**src/rtl/prbs_sched_pkg.sv**
```systemverilog
// ---------------------------------------------------------------------------
// prbs_sched_pkg
// Shared definitions for the TX PRBS frame scheduler: default field widths,
// the TX user-port data width, the full byte-lane-valid pattern and the
// scheduler state encoding.
// ---------------------------------------------------------------------------
package prbs_sched_pkg;

    localparam int FRAME_LEN_W_DEF = 16;
    localparam int GAP_W_DEF       = 8;
    localparam int CNT_W_DEF       = 32;

    localparam int         TX_DATA_W    = 32;
    localparam logic [1:0] TX_VLDB_FULL = 2'b11;

    typedef enum logic [1:0] {
        IDLE = 2'd0,
        SEND = 2'd1,
        GAP  = 2'd2
    } sched_state_e;

endpackage

```
**src/rtl/prbs_frame_sched.sv**
```systemverilog
// ---------------------------------------------------------------------------
// prbs_frame_sched
// Turns a free-running external PRBS31 word source into framed
// AXI-stream-style traffic for the TX MAC/PCS user port. A run is
// frame_num frames (0 = continuous) of frame_len+1 words each, separated by
// gap_len idle cycles. The external generator is advanced only on accepted
// beats (prbs_en_o), so the sequence continues across frames and runs.
//
// Optional feature: define PRBS_FRAME_SCHED_ERR_INJ_EN to enable single-bit
// error injection (bit 0 of the next accepted beat is inverted per request).
//
// Ports
//   tx_user_clk_i / tx_user_rst_i : clock, synchronous active-high reset
//   start_i, stop_i               : run start (IDLE only) / graceful stop
//   frame_len_i, gap_len_i,
//   frame_num_i                   : run configuration, latched on start
//   prbs_data_i, prbs_en_o        : external PRBS word and its advance strobe
//   tx_data_o, tx_vldb_o,
//   tx_valid_o, tx_ready_i,
//   tx_last_o, tx_user_o          : TX user stream
//   err_inj_i                     : error-injection request pulse
//   busy_o, done_o                : run active / one-cycle run-end pulse
//   frames_sent_o, words_sent_o,
//   err_cnt_o                     : saturating status counters
// ---------------------------------------------------------------------------
module prbs_frame_sched
    import prbs_sched_pkg::*;
#(
    parameter int FRAME_LEN_W = FRAME_LEN_W_DEF,
    parameter int GAP_W       = GAP_W_DEF,
    parameter int CNT_W       = CNT_W_DEF
) (
    input  logic                   tx_user_clk_i,
    input  logic                   tx_user_rst_i,
    input  logic                   start_i,
    input  logic                   stop_i,
    input  logic [FRAME_LEN_W-1:0] frame_len_i,
    input  logic [GAP_W-1:0]       gap_len_i,
    input  logic [CNT_W-1:0]       frame_num_i,
    input  logic [TX_DATA_W-1:0]   prbs_data_i,
    output logic                   prbs_en_o,
    output logic [TX_DATA_W-1:0]   tx_data_o,
    output logic [1:0]             tx_vldb_o,
    output logic                   tx_valid_o,
    input  logic                   tx_ready_i,
    output logic                   tx_last_o,
    output logic                   tx_user_o,
    input  logic                   err_inj_i,
    output logic                   busy_o,
    output logic                   done_o,
    output logic [CNT_W-1:0]       frames_sent_o,
    output logic [CNT_W-1:0]       words_sent_o,
    output logic [CNT_W-1:0]       err_cnt_o
);

    function automatic logic [CNT_W-1:0] sat_inc(input logic [CNT_W-1:0] v);
        return (&v) ? v : v + CNT_W'(1);
    endfunction

    sched_state_e           state_q, state_d;
    logic                   done_q, done_d;
    logic                   stop_pend_q;
    logic [FRAME_LEN_W-1:0] frame_len_q, word_cnt_q;
    logic [GAP_W-1:0]       gap_len_q, gap_cnt_q;
    logic [CNT_W-1:0]       frame_num_q;
    logic [CNT_W-1:0]       frames_sent_q, words_sent_q;

    logic                   hs, last_hs, stop_now, run_end, start_ok;
    logic [TX_DATA_W-1:0]   err_mask;

    // Stream outputs decode from registered state only; never from tx_ready_i.
    assign tx_valid_o = (state_q == SEND);
    assign tx_last_o  = tx_valid_o && (word_cnt_q == frame_len_q);
    assign tx_vldb_o  = tx_valid_o ? TX_VLDB_FULL : 2'b00;
    assign tx_user_o  = 1'b0;
    assign tx_data_o  = prbs_data_i ^ err_mask;

    assign hs        = tx_valid_o & tx_ready_i;
    assign prbs_en_o = hs;
    assign last_hs   = hs & tx_last_o;
    assign start_ok  = (state_q == IDLE) && start_i;

    // A stop arriving on the very cycle of the last handshake also ends the run.
    assign stop_now = stop_pend_q | stop_i;
    // Widened compare so a saturated frames_sent cannot wrap into a match.
    assign run_end  = (frame_num_q != '0) &&
                      (({1'b0, frames_sent_q} + (CNT_W+1)'(1)) == {1'b0, frame_num_q});

    assign busy_o        = (state_q != IDLE);
    assign done_o        = done_q;
    assign frames_sent_o = frames_sent_q;
    assign words_sent_o  = words_sent_q;

    always_comb begin
        state_d = state_q;
        done_d  = 1'b0;
        case (state_q)
            IDLE: begin
                if (start_i) state_d = SEND;
            end
            SEND: begin
                if (last_hs) begin
                    if (stop_now || run_end) begin
                        state_d = IDLE;
                        done_d  = 1'b1;
                    end else if (gap_len_q != '0) begin
                        state_d = GAP;
                    end
                end
            end
            GAP: begin
                if (stop_now) begin
                    state_d = IDLE;
                    done_d  = 1'b1;
                end else if (gap_cnt_q == gap_len_q - GAP_W'(1)) begin
                    state_d = SEND;
                end
            end
            default: state_d = IDLE;
        endcase
    end

    // Control state and status counters
    always_ff @(posedge tx_user_clk_i) begin
        if (tx_user_rst_i) begin
            state_q       <= IDLE;
            done_q        <= 1'b0;
            stop_pend_q   <= 1'b0;
            word_cnt_q    <= '0;
            gap_cnt_q     <= '0;
            frames_sent_q <= '0;
            words_sent_q  <= '0;
        end else begin
            state_q <= state_d;
            done_q  <= done_d;
            if (start_ok) begin
                stop_pend_q   <= 1'b0;
                word_cnt_q    <= '0;
                gap_cnt_q     <= '0;
                frames_sent_q <= '0;
                words_sent_q  <= '0;
            end else if (state_q != IDLE) begin
                if (hs) words_sent_q <= sat_inc(words_sent_q);
                if (last_hs) begin
                    frames_sent_q <= sat_inc(frames_sent_q);
                    word_cnt_q    <= '0;
                end else if (hs) begin
                    word_cnt_q <= word_cnt_q + FRAME_LEN_W'(1);
                end
                // Gap counter restarts on every entry into GAP.
                gap_cnt_q <= (state_q == GAP) ? gap_cnt_q + GAP_W'(1) : '0;
                if (state_d == IDLE)
                    stop_pend_q <= 1'b0;
                else if (state_q == SEND && stop_i)
                    stop_pend_q <= 1'b1;
            end
        end
    end

    // Run configuration snapshot (data path, no reset needed)
    always_ff @(posedge tx_user_clk_i) begin
        if (start_ok) begin
            frame_len_q <= frame_len_i;
            gap_len_q   <= gap_len_i;
            frame_num_q <= frame_num_i;
        end
    end

`ifdef PRBS_FRAME_SCHED_ERR_INJ_EN
    logic             err_pend_q;
    logic [CNT_W-1:0] err_cnt_q;

    // Requests merge while pending; the flag drops on the beat that carries it.
    always_ff @(posedge tx_user_clk_i) begin
        if (tx_user_rst_i) begin
            err_pend_q <= 1'b0;
            err_cnt_q  <= '0;
        end else if (start_ok) begin
            err_pend_q <= 1'b0;
            err_cnt_q  <= '0;
        end else begin
            if (hs && err_pend_q) err_cnt_q <= sat_inc(err_cnt_q);
            err_pend_q <= (err_pend_q & ~hs) | err_inj_i;
        end
    end

    assign err_mask  = {{(TX_DATA_W-1){1'b0}}, err_pend_q & tx_valid_o};
    assign err_cnt_o = err_cnt_q;
`else
    logic unused_err_inj;
    assign unused_err_inj = err_inj_i;
    assign err_mask       = '0;
    assign err_cnt_o      = '0;
`endif

endmodule

```
**config.mk**
```make
export PLATFORM = sky130hd
export DESIGN_NAME = prbs_frame_sched
export DESIGN_NICKNAME = d
export VERILOG_FILES = /design/src/rtl/prbs_sched_pkg.sv /design/src/rtl/prbs_frame_sched.sv
export SDC_FILE = /design/constraint.sdc
export NUM_CORES = 1
export LEC_CHECK = 0
export ABC_AREA = 1
export CAP_MARGIN = 40
export CORE_AREA = 3 3 144 146
export DETAILED_ROUTE_END_ITERATION = 8
export DIE_AREA = 0 0 147 149
export HOLD_SLACK_MARGIN = 0.08
export PLACE_DENSITY = 0.78
export SETUP_SLACK_MARGIN = 0.05
export SLEW_MARGIN = 20
export SYNTH_ARGS = -nofsm -noshare
export SYNTH_HDL_FRONTEND = slang
export SYNTH_SLANG_ARGS = --single-unit
```
**constraint.sdc**
```tcl
create_clock -name tx_user_clk_i -period 6.4 [get_ports tx_user_clk_i]
set_input_delay 1.28 -clock tx_user_clk_i [delete_from_list [all_inputs] [get_ports tx_user_clk_i]]
set_output_delay 1.28 -clock tx_user_clk_i [all_outputs]
set_load 0.02 [all_outputs]
```
# Word-level counts from Yosys, hierarchy flattened

Index checks and enable logic that the tools add are counted.

Register bits after elaboration: 148
Bits in latches: 0
RAM bits: 0
Memory bits (read-only): 0
Bits of input ports: 94
Word-level logic and storage cells: 62
Memories kept: 0

$add $sub $neg: 6
$mul: 0
Divide/modulo/power cells: 0
$lt $le $gt $ge: 0
Eq/ne operators: 5
Shifts and indexed selects: 0
Mux-type cells: 17
Bitwise operators: 5
Reductions and logical operators: 19

Operator list:

| operator                                            | count |
|---|---|
| adder 32 x 1 -> 32 bit, second input constant       | 2 |
| AND reduction 32 bit                                | 2 |
| adder 32 x 1 -> 33 bit, second input constant       | 1 |
| equality test 33 x 32 -> 1 bit                      | 1 |
| 2-to-1 mux 16 bit                                   | 2 |
| nonzero test 32 bit                                 | 1 |
| adder 16 x 1 -> 16 bit, second input constant       | 1 |
| equality test 16 bit                                | 1 |
| 2-to-1 mux 2 bit                                    | 7 |
| adder 8 x 1 -> 8 bit, second input constant         | 1 |
| equality test 8 bit                                 | 1 |
| 2-to-1 mux 8 bit                                    | 1 |
| nonzero test 8 bit                                  | 1 |
| subtractor 8 x 1 -> 8 bit, second input constant    | 1 |
| case mux 2 bit (3 select lines)                     | 1 |
| AND reduction 3 bit                                 | 2 |
| nonzero test 2 bit                                  | 3 |
| 2-to-1 mux 1 bit                                    | 5 |
| logical AND 1 bit                                   | 4 |
| logical NOT 2 bit                                   | 2 |
| AND reduction 2 bit                                 | 2 |
| bitwise AND 1 bit                                   | 2 |
| equality test 2 x 1 -> 1 bit, second input constant | 1 |
| equality test 2 bit, second input constant          | 1 |
| other kinds (5)                                     | 6 |

# Depth between registers and ports, before layout

Gate-level depths: netlist of the first run.

Word-level depth: 10
Depth in mapped cells: 23
Depth with buffers taken out: 23

# Worst setup path before layout of the first run

OpenSTA, ideal clock, no wires.

Path type: input to register
Start: in start_i
End: reg words_sent_q[21] (netlist: words_sent_o[21])
Setup time: 0.133 ns
Arrival: 3.511 ns
Slack: 2.756 ns
Stages: 7
Buffers on the path: 2
Path through: nand2_1 -> inv_1 -> nor2_1 -> inv_1 -> clkbuf_1 -> clkbuf_1 -> nor3_1

Cells in the longest elaborated chain, start to end: 2

RTL lines:

| element                      | RTL line                | text |
|---|---|---|
| start, declared              | prbs_frame_sched.sv:35  | `input logic start_i,` |
| logical AND 1 bit            | prbs_frame_sched.sv:81  | `assign start_ok = (state_q == IDLE) && start_i;` |
| net start_ok                 | prbs_frame_sched.sv:68  | `logic hs, last_hs, stop_now, run_end, start_ok;` |
| OR reduction 2 bit (no line) | n/a                     |  |
| end signal, assigned         | prbs_frame_sched.sv:143 | `if (hs) words_sent_q <= sat_inc(words_sent_q);` |
| end, declared                | prbs_frame_sched.sv:66  | `logic [CNT_W-1:0] frames_sent_q, words_sent_q;` |

The timed path passes the listed nets, and every way through them passes these cells.
A chain may end at the register's enable or synchronous reset.

# Worst setup path in the final report of the first run

Start: in tx_ready_i
End: out prbs_en_o

Cells in the longest elaborated chain, start to end: 1

RTL lines:

| element           | RTL line               | text |
|---|---|---|
| start, declared   | prbs_frame_sched.sv:45 | `input logic tx_ready_i,` |
| bitwise AND 1 bit | prbs_frame_sched.sv:78 | `assign hs = tx_valid_o & tx_ready_i;` |
| end, declared     | prbs_frame_sched.sv:41 | `output logic prbs_en_o,` |

Every way passes these cells.

==> results of run 1 <==
## logic make-up (layout without fill, tap and decap cells)
kind of cell / count (synthesis) / count (layout) / share of synthesized area [%]
other cells: 1 / 34 / 0.0431
xor+xnor: 22 / 22 / 2.39
compound gates: 140 / 140 / 8.78
fa+ha+maj: 10 / 10 / 1.44
flops: 148 / 148 / 40.5
simple gates: 641 / 641 / 33.4
buf+inv: 241 / 326 / 13.4
## worst reg2reg max path: stages (launching register included)
cell and delay [ns]:
dfxtp_1 0.34, inv_1 0.12, ha_1 0.36, inv_1 0.13
nor2_1 0.12, o2111ai_1 0.11, nor2_1 0.12, nand3_1 0.19
nor2_1 0.24, nand2_1 0.23, inv_1 0.10, buf_4 0.44
o21ai_0 0.16, a31oi_1 0.19
## cell type report
class | count | area share [%]
multi-input cells | 846 | 39.5
flip-flops and latches | 148 | 33.7
repair buffers | 135 | 12.8
inverters | 159 | 5.71
clock buffers | 19 | 4.14
well taps | 265 | 3.17
clock inverters | 13 | 0.969
diodes | 1 | 0.0239
## metrics by stage
stage	power (mW)	util, %	cells	hold WS [ns]
floorplan	1.19	-	1235	0.443
global placement	1.22	50.8	1553	0.461
detailed placement	1.22	50.8	1553	0.475
CTS	2.14	53.5	1585	0.486
global route	2.20	53.5	1585	0.512
finish	2.12	53.6	1586	0.479
## registers in the layout, summed over array words and instances, names as in the netlist
register and flops:
gap_cnt_q 8, frame_len_q 16, frame_num_q 32, state_q 2, words_sent_o 32, done_o 1
frames_sent_o 32, gap_len_q 8, stop_pend_q 1, word_cnt_q 16
## synthesized netlist by cell type (9+ instances only)
library cell	count	area, um2
a21oi_1	52	260
a31oi_1	15	93.8
buf_4	68	510
clkbuf_1	9	33.8
dfxtp_1	92	1840
edfxtp_1	56	1680
ha_1	10	125
inv_1	159	597
nand2_1	291	1090
nand2_2	9	56.3
nand3_1	68	340
nand3b_1	12	90.1
nand4_1	25	156
nor2_1	151	567
nor3_1	34	170
nor3b_1	9	67.6
o21ai_0	57	285
xnor2_1	12	105
xor2_1	9	78.8
## layer usage
metal / vias to the layer above / track usage [%]
met5: - / 0
met3: 53 / 4.16
met2: 280 / 33.5
li1: 4035 / -
met1: 3534 / 24.8
met4: 0 / 9.27
## how the worst max path moves through the flow
stage / start / end / depth (start not counted) / slack (ns)
3_3_place_gp: tx_ready_i / prbs_en_o / 4 / 2.51
5_1_grt: state_q[1] / tx_last_o / 7 / 2.36
2_1_floorplan: start_i / words_sent_o[21] / 7 / 2.76
4_1_cts: frame_len_q[12] / tx_last_o / 5 / 2.49
6_report: tx_ready_i / prbs_en_o / 4 / 2.52
3_5_place_dp: tx_ready_i / prbs_en_o / 4 / 2.51
## where the power goes
part | internal (mW) | switching (mW)
combinational | 0.0700 | 0.0997
clock | 0.501 | 0.417
sequential | 1.01 | 0.0202
total | 1.58 | 0.537
==> metrics.md, run 1 <==
| Metric | Value |
|---|---|
| Status | `finished clean` |
| # resized after CTS | `0` |
| CP startpoint kind | `input port` |
| Vias | `7902` |
| Maximum clock insertion buffer count | `2` |
| Post-synthesis cell count | `1203` |
| Async SR Flop Fraction | `0%` |
| Reg2Reg Depth | `13` |
| Synth Register Bits | `148` |
| Sequential element share of the synthesized area | `40.5%` |
| 1st-pass router iterations | `5` |
| Number of setup violations in the final report | `0` |
| Worst ir drop on vdd | `151 uV` |
| Post-DR wirelength/cell | `13.8 um` |
| Critical Path, Cell by Cell | `clkdlybuf4s50_1, nand2_2, inv_1, clkdlybuf4s50_1` |
| Fin crit period | `3.88 ns` |
| Post-Syn Area per Cell | `7.23 um2` |
| R2R Setup Slk | `3.48 ns` |
| Worst r2r src | `state_q[1]` |
| Initial core utilization | `44.5%` |
| Die Width | `147 um` |
| Worst EP required | `5.12 ns` |
| CP top delay family | `buffers and inverters` |
| Final Max Tran Viols | `0` |
| Vias in the first global route | `7289` |
| Worst EP arrival | `2.60 ns` |
| Design area | `10500 um2` |
| Met2 WL post-DR | `10400 um` |
| Dpl hpwl | `16700 um` |
| Clk Latency, worst-skew pair | `0.43 ns` |
| Antenna violations before repair | `0` |
| Post-synth EDFFs | `56` |
| Final Hold Fails | `0` |
| CTS tree | `done` |
| Met3 routed WL | `1430 um` |
| Setup TNS | `0 ns` |
| R2r endpoint | `frames_sent_o[13]` |
| Global Route Usage Sum | `20.0%` |
| Setup crit end kind | `output pin` |
| Unrepaired setup endpoints after global routing | `false` |
| Iter 0 DRT Violations | `467` |
| Post-layout nets | `1411` |
| P&R area growth vs syn | `20.3%` |
| Clk sinks | `148` |
| Clock Tree Root | `clkbuf_16` |
| Cts bufs inserted | `17` |
| Post-CTS setup buffers | `0` |
| WL final | `21900 um` |
| DIE AREA | `21900 um2` |
| Area of the multi-input gates | `4130 um2` |
| Hold Crit Class | `reg -> reg` |
| Setup WS post-layout | `2.52 ns` |
| Pwr Density | `203 nW/um2` |
| Pleak | `4.06 nW` |
| Placement Rows | `51` |
| Hold path start | `words_sent_o[4]` |
| Worst-Margin Slew | `0.811 ns` |
| Global-route wire length before repair | `35400 um` |
| Fillers | `1844` |
| Max-Cap Viols | `0` |
| H-tree Lvls | `4` |
| Vias per Instance | `4.98` |
| Final worst-path cycle share | `60.7%` |
| Mapped Area | `8700 um2` |
| Grt total ovfl | `0` |
| Clk_skew | `0.0109 ns` |
| Hold Crit Depth | `2` |
| Worst Hold End | `words_sent_o[4]` |
| Slew headroom | `45.9%` |
| CP most frequent cell | `clkdlybuf4s50_1` |
| Synth unique cells | `41` |
| Area after DPL | `9920 um2` |
| Main synth FF type | `dfxtp_1` |
| Largest net degree at the start of global routing | `58` |
| Crit path kind | `in -> out` |
| IO buf count | `131` |
| CP max FO | `3` |
| Most frequent cells in the layout | `291 x nand2_1, 158 x inv_1, 150 x nor2_1` |
| Gpl congestion | `0.897` |
| Max Freq | `0.257 GHz` |
| Slowest cell on crit path | `clkdlybuf4s50_1` |
| Ys Warns | `0` |
| Layout cell share with drive strength beyond 1 | `5.45%` |
| Sequential cell area | `3520 um2` |
| WP buf/inv | `3` |
| Hold_buf cts | `0` |
| Worst-path clk slew | `0.07 ns` |
| Met1 WL | `9360 um` |
| Residual DRC count | `0` |
| Commonest non-fill, non-tap cell in the layout | `nand2_1` |
| Crit-path max cell delay | `0.65 ns` |
| Core Box Area | `19500 um2` |
| Pre-CTS WS | `2.51 ns` |
| Die Y-Extent | `149 um` |
| # IOs | `230` |
| Top layer in use | `met4` |
| Final antenna-violating net count | `0` |
Power figures use the tool's default switching activity.
==> run 2, diff against run 1 <==
- clock period: 6.4 -> 3.8 ns (I/O delays scaled with it)
==> run 2 against run 1 <==
Clock-buffer cell count shrank 2. Critical endpoint is now tx_last_o. Critical path depth up 1. Cell count about the same. Routed wire length rose by 0.57%. First-iteration DRC count increased by 6.0%. Largest cell class unchanged.
==> metrics.md, run 2 (synthesis gave the netlist of run 1 again) <==
| Metric | Value |
|---|---|
| Pre-CTS WS | `0.606 ns (-1.90 ns)` |
| Unrepaired setup endpoints after global routing | `false` |
| Ant diodes | `0 (-1)` |
| Final core utilization | `53.7% (+0.11 points)` |
| Die Y-Extent | `149 um (unchanged)` |
| Placement Rows | `51 (unchanged)` |
| Initial core utilization | `44.5% (unchanged)` |
| Critical Path Source | `frame_len_q[12]` |
| Clk_skew | `0.0136 ns (+0.00263 ns)` |
| Crit path kind | `reg -> out` |
| Clk sinks | `148 (unchanged)` |
| Clk pwr share | `43.8% (+0.5 points)` |
| Setup crit end kind | `output pin` |
| Most frequent cells in the layout | `291 x nand2_1, 158 x inv_1, 150 x nor2_1` |
| Clk Latency, worst-skew pair | `0.43 ns (about the same)` |
| Fillers | `1824 (-1.1%)` |
| Vias | `7947 (+0.57%)` |
| CTS tree | `done` |
| Fin crit period | `3.37 ns` |
| Worst-Margin Slew | `0.724 ns (-0.0866 ns)` |
| Global Route Usage Sum | `20.1% (+0.13 points)` |
| Pwr Density | `344 nW/um2 (+70%)` |
| Int Pwr | `2.67 mW (+69%)` |
| # IOs | `230 (unchanged)` |
| Antenna violations before repair | `0 (unchanged)` |
| Final worst-path cycle share | `88.8%` |
| IO buf count | `131 (unchanged)` |
| Post-layout nets | `1413 (+0.14%)` |
| Largest net degree at the start of global routing | `58 (unchanged)` |
| R2r endpoint | `frames_sent_o[19]` |
| Combinational share of power | `8.1% (about the same)` |
| # resized after CTS | `0 (unchanged)` |
| Hold slack | `0.480 ns (+0.000380 ns)` |
| Crit path capture | `tx_last_o` |
| DIE AREA | `21900 um2 (unchanged)` |
| H-tree Lvls | `4 (unchanged)` |
| Max-Cap Viols | `0 (unchanged)` |
| Worst ir drop on vdd | `254 uV (+68%)` |
| Post-CTS setup buffers | `0 (unchanged)` |
| Setup TNS | `0 ns (unchanged)` |
| 1st-pass router iterations | `6 (+1)` |
| Cts bufs inserted | `17 (unchanged)` |
| Commonest non-fill, non-tap cell in the layout | `nand2_1` |
| Grt total ovfl | `0 (unchanged)` |
| Gpl congestion | `0.931 (+3.9%)` |
| Psw | `0.930 mW (+73%)` |
| Final antenna-violating net count | `0 (unchanged)` |
| Number of setup violations in the final report | `0 (unchanged)` |
| Final Hold Fails | `0 (unchanged)` |
| Hold_buf cts | `0 (unchanged)` |
| Worst-path clk slew | `0.07 ns (about the same)` |
| Residual DRC count | `0 (unchanged)` |
| CP startpoint kind | `flip-flop` |
| Maximum clock insertion buffer count | `2 (unchanged)` |
| R2R Setup Slk | `0.84 ns (-2.64 ns)` |
| Clock Tree Root | `clkbuf_16` |
| Worst EP arrival | `2.61 ns (about the same)` |
| Setup WS post-layout | `0.426 ns (-2.09 ns)` |
| Dpl hpwl | `16900 um (+0.85%)` |
| Die Width | `147 um (unchanged)` |
| Reg2Reg Depth | `13 (unchanged)` |
| Layout cell share with drive strength beyond 1 | `5.75% (+0.29 points)` |
| Hold Crit Class | `reg -> reg` |
| Power consumption | `3.60 mW (+70%)` |
| CP max FO | `2 (-1)` |
| Worst EP required | `3.04 ns (-2.08 ns)` |
| P&R area growth vs syn | `20.5%` |
| WL final | `22000 um (+0.57%)` |
| Final Max Tran Viols | `0 (unchanged)` |
| Worst r2r src | `state_q[1]` |
| Post-DR wirelength/cell | `13.9 um (+0.51%)` |
| Sequential share of power | `48.2% (-0.5 points)` |
| Hold path start | `words_sent_o[4]` |
| Max Freq | `0.296 GHz` |
| Switching Share | `25.8% (+0.44 points)` |
| Slew headroom | `51.7% (+5.8 points)` |
| Vias in the first global route | `7417 (+1.8%)` |
| Vias per Instance | `5.01 (+0.51%)` |
| Global-route wire length before repair | `35700 um (+1.0%)` |
| Pleak | `4.09 nW (+0.80%)` |
| Iter 0 DRT Violations | `495 (+6.0%)` |
| Status | `finished clean` |
| Core Box Area | `19500 um2 (unchanged)` |
==> run 2: cell count changes in the layout (fill, tap and decap cells not counted) <==
| cell | change |
|---|---|
| inv_4 | +4 |
| clkbuf_1 | -2 |
| clkinvlp_4 | -3 |
| buf_4 | +2 |
| inv_8 | +2 |
| clkinv_4 | -1 |
| diode_2 | -1 |
==> run 2: routing by layer <==
| metal | GRT usage, % | share of wire [%] |
|---|---|---|
| met5 | 0 | 0 |
| met2 | 33.5 | 47 |
| met3 | 4.71 | 6.5 |
| met1 | 25.1 | 43 |
| met4 | 8.62 | 3.4 |
==> run 2: final cells by class <==
cell class / count / area [um2] / area share, %
multi-input combinational: 846 / 4130 / 39.4
clock inverter: 15 / 118 / 1.12
timing repair buffer: 137 / 1360 / 12.9
inverter: 159 / 597 / 5.69
tap: 265 / 332 / 3.16
sequential: 148 / 3520 / 33.6
clock buffer: 17 / 425 / 4.06
==> run 2: power by group through the flow <==
stage	clock network, mW	registers [mW]	logic (mW)
4_1_cts	1.61	1.74	0.292
2_1_floorplan	0	1.76	0.248
5_1_grt	1.70	1.74	0.321
3_3_place_gp	0	1.77	0.285
6_report	1.58	1.74	0.291
3_5_place_dp	0	1.77	0.289
==> run 2: through the flow <==
step / instance area, um2 / cells
floorplan: 8820 / 1235
global placement: 9940 / 1555
detailed placement: 9940 / 1555
CTS: 10500 / 1587
global route: 10500 / 1587
finish: 10500 / 1587
==> run 2: worst min path at each step <==
stage          slack [ns]         endpoint  cells past startpoint
3_5_place_dp         0.47  words_sent_o[4]                      2
2_1_floorplan        0.44     gap_cnt_q[7]                      1
4_1_cts              0.48  words_sent_o[4]                      2
6_report             0.48  words_sent_o[4]                      2
3_3_place_gp         0.46  words_sent_o[4]                      2
5_1_grt              0.52  words_sent_o[4]                      2
==> run 2: critical path, stage by stage, from the launching register on <==
cell,delay [ns]
edfxtp_1,0.39
xnor2_1,0.27
nand3b_1,0.12
or4_1,0.51
nor3_1,0.24
clkdlybuf4s50_1,0.65
